### src/rtl/mpy_sequencer_pkg.sv
// rtl/mpy_sequencer_pkg.sv - shared widths and state encoding for the MPY/MPYS sequencer
package mpy_sequencer_pkg;

    localparam int OPW        = 16;
    localparam int MULW       = 18;
    localparam int PRODW      = 2 * OPW;
    localparam int SETTLE_MIN = 18;

    typedef enum logic [1:0] {
        ST_IDLE    = 2'd0,
        ST_LOAD    = 2'd1,
        ST_WAIT    = 2'd2,
        ST_CAPTURE = 2'd3
    } state_t;

endpackage

### src/rtl/mpy_sign_fix.sv
// rtl/mpy_sign_fix.sv - conditional two's-complement used for operand abs and product sign restore
import mpy_sequencer_pkg::*;

module mpy_sign_fix #(
    parameter int W = OPW
) (
    input  logic [W-1:0] din,
    input  logic         negate,
    output logic [W-1:0] dout
);

    // Negate with natural W-bit wrap; abs(most-negative) stays as its unsigned magnitude
    always_comb begin
        dout = negate ? (~din + W'(1)) : din;
    end

endmodule

### src/rtl/mpy_sequencer.sv
// rtl/mpy_sequencer.sv - start/done wrapper that drives the shared shift-add multiplier
import mpy_sequencer_pkg::*;

module mpy_sequencer #(
    parameter int SETTLE = 20
) (
    input  logic              clk,
    input  logic              reset,
    input  logic              start,
    input  logic              is_signed,
    input  logic [OPW-1:0]    op_a,
    input  logic [OPW-1:0]    op_b,
    output logic              busy,
    output logic              done,
    output logic [OPW-1:0]    prod_hi,
    output logic [OPW-1:0]    prod_lo,
    output logic [MULW-1:0]   mul_a,
    output logic [MULW-1:0]   mul_b,
    input  logic [2*MULW-1:0] mul_p
);

    // The multiplier has no handshake, so the wait is the only thing guaranteeing a settled product
    if (SETTLE < SETTLE_MIN) begin : g_settle_check
        $error("mpy_sequencer: SETTLE must be at least SETTLE_MIN");
    end

    // SETTLE-1 always fits in clog2(SETTLE) bits
    localparam int CNTW = (SETTLE > 1) ? $clog2(SETTLE) : 1;

    state_t            state_q;
    state_t            state_d;
    logic              signed_q;
    logic              neg_q;
    logic [OPW-1:0]    op_a_q;
    logic [OPW-1:0]    op_b_q;
    logic [CNTW-1:0]   cnt_q;
    logic [OPW-1:0]    mag_a;
    logic [OPW-1:0]    mag_b;
    logic [PRODW-1:0]  result;
    logic              unused_mul_p_hi;

    // Upper product bits are always zero for 16-bit magnitudes
    assign unused_mul_p_hi = ^mul_p[2*MULW-1:PRODW];

    mpy_sign_fix #(.W(OPW)) u_fix_a (
        .din    (op_a_q),
        .negate (signed_q & op_a_q[OPW-1]),
        .dout   (mag_a)
    );

    mpy_sign_fix #(.W(OPW)) u_fix_b (
        .din    (op_b_q),
        .negate (signed_q & op_b_q[OPW-1]),
        .dout   (mag_b)
    );

    mpy_sign_fix #(.W(PRODW)) u_fix_p (
        .din    (mul_p[PRODW-1:0]),
        .negate (neg_q),
        .dout   (result)
    );

    // State register
    always_ff @(posedge clk) begin
        if (reset) begin
            state_q <= ST_IDLE;
        end else begin
            state_q <= state_d;
        end
    end

    // Next-state and handshake outputs; done marks the cycle the result first shows on prod_*
    always_comb begin
        state_d = state_q;
        busy    = 1'b0;
        done    = 1'b0;
        case (state_q)
            ST_IDLE: begin
                if (start) begin
                    state_d = ST_LOAD;
                end
            end
            ST_LOAD: begin
                busy    = 1'b1;
                state_d = ST_WAIT;
            end
            ST_WAIT: begin
                busy = 1'b1;
                if (cnt_q == '0) begin
                    state_d = ST_CAPTURE;
                end
            end
            ST_CAPTURE: begin
                done    = 1'b1;
                state_d = ST_IDLE;
            end
            default: begin
                state_d = ST_IDLE;
            end
        endcase
    end

    // Datapath: operand capture, multiplier drive, settle counter and product capture
    always_ff @(posedge clk) begin
        if (reset) begin
            signed_q <= 1'b0;
            neg_q    <= 1'b0;
            op_a_q   <= '0;
            op_b_q   <= '0;
            cnt_q    <= '0;
            mul_a    <= '0;
            mul_b    <= '0;
            prod_hi  <= '0;
            prod_lo  <= '0;
        end else begin
            case (state_q)
                ST_IDLE: begin
                    if (start) begin
                        signed_q <= is_signed;
                        op_a_q   <= op_a;
                        op_b_q   <= op_b;
                    end
                end
                ST_LOAD: begin
                    mul_a <= {{(MULW-OPW){1'b0}}, mag_a};
                    mul_b <= {{(MULW-OPW){1'b0}}, mag_b};
                    neg_q <= signed_q & (op_a_q[OPW-1] ^ op_b_q[OPW-1]);
                    cnt_q <= CNTW'(SETTLE - 1);
                end
                ST_WAIT: begin
                    // Product is registered on the last wait edge so it is already valid alongside done
                    if (cnt_q == '0) begin
                        prod_hi <= result[PRODW-1:OPW];
                        prod_lo <= result[OPW-1:0];
                    end else begin
                        cnt_q <= cnt_q - CNTW'(1);
                    end
                end
                default: begin
                end
            endcase
        end
    end

endmodule

### config.mk
export PLATFORM = sky130hd
export DESIGN_NAME = mpy_sequencer
export DESIGN_NICKNAME = d
export VERILOG_FILES = /design/src/rtl/mpy_sequencer_pkg.sv /design/src/rtl/mpy_sign_fix.sv /design/src/rtl/mpy_sequencer.sv
export SDC_FILE = /design/constraint.sdc
export NUM_CORES = 1
export LEC_CHECK = 0
export ABC_AREA = 1
export BUFFER_PORTS_ARGS = -buffer_cell sky130_fd_sc_hd__buf_2
export CAP_MARGIN = 20
export CORE_MARGIN = 2
export CORE_UTILIZATION = 54
export DETAILED_ROUTE_END_ITERATION = 16
export PLACE_DENSITY = 0.78
export SKIP_LAST_GASP = 1
export SLEW_MARGIN = 20
export SYNTH_ARGS = -nofsm -noshare
export SYNTH_HDL_FRONTEND = slang
export SYNTH_SLANG_ARGS = --single-unit
### constraint.sdc
create_clock -name clk -period 1.9 [get_ports clk]
set_clock_uncertainty 0.2 [all_clocks]
set_input_delay 0.285 -clock clk [delete_from_list [all_inputs] [get_ports clk]]
set_output_delay 0.285 -clock clk [all_outputs]
set_load 0.02 [all_outputs]
==> summary.md <==
| Metric | Value |
|---|---|
| Family with the most delay on the worst path | buffers and inverters |
| Antenna violations before repair | 1 |
| Total Die Area | approximately 11000 um^2 |
| CP Capture Type | flip-flop |
| Core Area | 10280 um^2 |
| Synth area leaders | dfxtp_1, nand2_1, nor2_1 |
| WP data arrival | between 1.5 and 2 ns |
| # nets final | 1089 |
| Worst Path Required | 1.99 ns |
| Buf/Inv on CP | 4 |
| DRC Markers | 0 |
| TritonCTS clock tree | done |
| DPL Wire Length | ~10000 um |
| Root buffer cell | clkbuf_8 |
| Crit path launch type | flip-flop |
| Syn Area/Cell | ~6.7 um^2 |
| Number of synthesized flops with an enable pin | 0 |
| IO Count | 142 |
| Global-route wire length before repair | 23960 um |
| Port bufs | 133 |
| Max-cap violation count | 0 |
| Netlist Area Pre-Place | 5705 um^2 |
| Max VDD drop | between 0.6 and 0.7 mV |
| Most frequent cells after synthesis | nand2_1, nor2_1, dfxtp_1, inv_1, o21ai_0 |
| Final min period | ~1.8 ns |
| Synth Flop Type | dfxtp_1 |
| FFs w/ async S/R, synth | 0% |
| Worst min-delay path class | in -> reg |
| Register area share after synthesis | 36.84% |
| Synth unique cells | 40 |
| GRT Total Usage | 25.49% |
| Largest area contributor in the netlist | dfxtp_1 |
| Synth Warn # | 0 |
| Final setup fails | 0 |
| P&R area growth vs syn | 26.45% |
| Core Rows | 37 |
| CTS Buf Count | 9 |
| Post-Synthesis Cells | 853 |
| Hold Vio Cnt, Final | 0 |
| Power per cell area | 1350 nW/um^2 |
| Leakage | between 3 and 4 nW |
| WHS | around 0.012 ns |
| Largest stage delay, worst path | 0.34 ns |
| Routed Antenna Nets | 0 |
| FF-to-FF setup slack | ~0.07 ns |
| Clk slew on worst S/H paths | ~0.10 ns |
| H-tree Lvls | 3 |
| Worst Path Max Fanout | 17 |
| Final Power | ~9.7 mW |
| Vias in the first global route | 5123 |
| Vias after detailed routing | 5968 |
| Die X | 106.8 um |
| Clock Path Buffers | 2 |
| Outcome | finished clean |
| Final period util | a little over nine tenths |
| Layout cell share with drive strength beyond 1 | 21.01% |
| Initial core utilization | 55.51% |
| Clock sink total | 105 |
| Pins over their slew limit | 0 |
| Pre-antenna DRT Iters | 7 |
| Vias/cell | 5.185 |
| Crit-path cells | inv_4, ha_4, inv_2, nor3_4, nand2_2, nor2_4, buf_12, clkbuf_16, o21ai_1, a31oi_1 |
| Clock latency on the worst-skew pair | approximately 0.37 ns |
| Flop and latch count out of synthesis | 105 |
| Initial DRC Count | 552 |
| Unrepaired setup endpoints after global routing | true |
| Fmax | 0.5465 GHz |
| WL/cell | 13.34 um |
| Kind of critical path | reg -> reg |
| Die height | 106.8 um |
| Pin count of the biggest net entering global routing | 91 |
| GRT overflow | 0 |
| CP max stage cell | dfxtp_2 |
| Synth top area share | between 30% and 40% |
| Last weighted congestion value of the routability-driven placer | 0.9125 |
| Routed WL | 15360 um |
| Most frequent cell after synthesis | nand2_1 |
path summary, 6_finish.rpt:
path / from / end / depth (start not counted)
worst min-delay path: mul_p[1] / prod_lo[1]$_SDFFE_PP0P_ / 3
worst min register to register: mul_b[1]$_SDFFE_PP0P_ / mul_b[1]$_SDFFE_PP0P_ / 2
worst max register to register: cnt_q[0]$_SDFFE_PP0P_ / prod_hi[14]$_SDFFE_PP0P_ / 10
worst max-delay path: cnt_q[0]$_SDFFE_PP0P_ / prod_hi[14]$_SDFFE_PP0P_ / 10
power breakdown:
| part | leakage [nW] | switching [mW] | internal (mW) |
|---|---|---|---|
| logic | 2.57 | 2.95 | 1.90 |
| registers | 0.863 | 0.498 | 2.95 |
| clock network | 0.0990 | 0.810 | 0.630 |
| total | 3.53 | 4.26 | 5.48 |
layer usage:
| layer | part of all wire [%] | GRT usage [%] | wire [um] | vias to the layer above |
|---|---|---|---|---|
| met5 | 0 | 0 | 0 | - |
| met1 | 46 | 36.54 | 7115 | 2698 |
| met4 | 1.3 | 6.772 | 201 | 0 |
| met2 | 46 | 40.63 | 7067 | 198 |
| li1 | - | - | - | 3055 |
| met3 | 6.3 | 3.161 | 972 | 17 |
stage by stage:
stage,setup WS (ns),cells,setup TNS (ns),util [%],area (um^2)
after floorplan,0.2307,856,0,-,5717
after detailed placement,0.09136,1101,0,63.57,6534
after global routing,-0.01338,1151,-0.02073,70.20,7214
after global placement,0.1067,1101,0,63.57,6534
after CTS,0.08791,1142,0,67.98,6987
final,0.07003,1151,0,70.20,7214
cell families after synthesis:
| kind of cell | share of synthesized area [%] |
|---|---|
| AOI/OAI and AO/OA | 17.15 |
| DFF | 36.84 |
| buffers and inverters | 10.48 |
| other | 0.06573 |
| adders and majority gates | 1.754 |
| and+or+nand+nor | 29.72 |
| xor gates and xnor gates | 3.991 |
worst register-to-register path, delay by kind of cell (launching register included):
family	cells	cell delay, ns
buffers and inverters	4	0.47
AND/OR/NAND/NOR	3	0.41
flip-flops	1	0.34
AO/OA/AOI/OAI	2	0.22
adder cells (fa/ha/maj)	1	0.13
area by class of cell:
| cell class | count | area [um^2] |
|---|---|---|
| Inverter | 105 | 400.4 |
| Clock inverter | 6 | 75.07 |
| Clock buffer | 10 | 127.6 |
| Antenna cell | 1 | 2.502 |
| Multi-Input combinational cell | 606 | 3059 |
| Timing Repair inverter | 1 | 7.507 |
| Fill cell | 948 | 3063 |
| Sequential cell | 105 | 2103 |
| Tap cell | 136 | 170.2 |
| Timing Repair Buffer | 181 | 1269 |
cells in the final DEF, fill, tap and decap left out, types with 3 or more instances in the layout:
master and count:
nor3_1 8, nand2_1 166, xnor2_1 6, clkbuf_8 9, nand4_1 11, nor2_1 119
clkinvlp_4 3, dlygate4sd3_1 25, inv_1 95, nand3b_1 3, o21bai_1 6, inv_2 8
nand2_2 10, buf_2 133, o21ai_0 77, buf_12 6, o21a_1 7, dfxtp_1 104
nand3_1 61, o221ai_1 3, o21ai_1 8, a21oi_1 54, conb_1 4, a21o_1 4
buf_4 11, clkbuf_16 6, ha_1 5, xor2_1 20, o211ai_1 8, nor2_4 4
nor2_2 3
state kept, by name, indices dropped and copies added, names as in the netlist:
signal    flops
op_a_q       16
prod_hi      16
mul_b        16
prod_lo      16
state_q       2
op_b_q       16
signed_q      1
mul_a        16
cnt_q         5
neg_q         1
timing repair:
item | in CTS | in global routing
hold buffers | 25 | 0
endpoints found under the setup margin | 0 | 33
buffers inserted | 0 | 1
hold endpoints to repair | 25 | 0
gates resized for setup | 0 | 17
(Power assumes the default switching activity.)
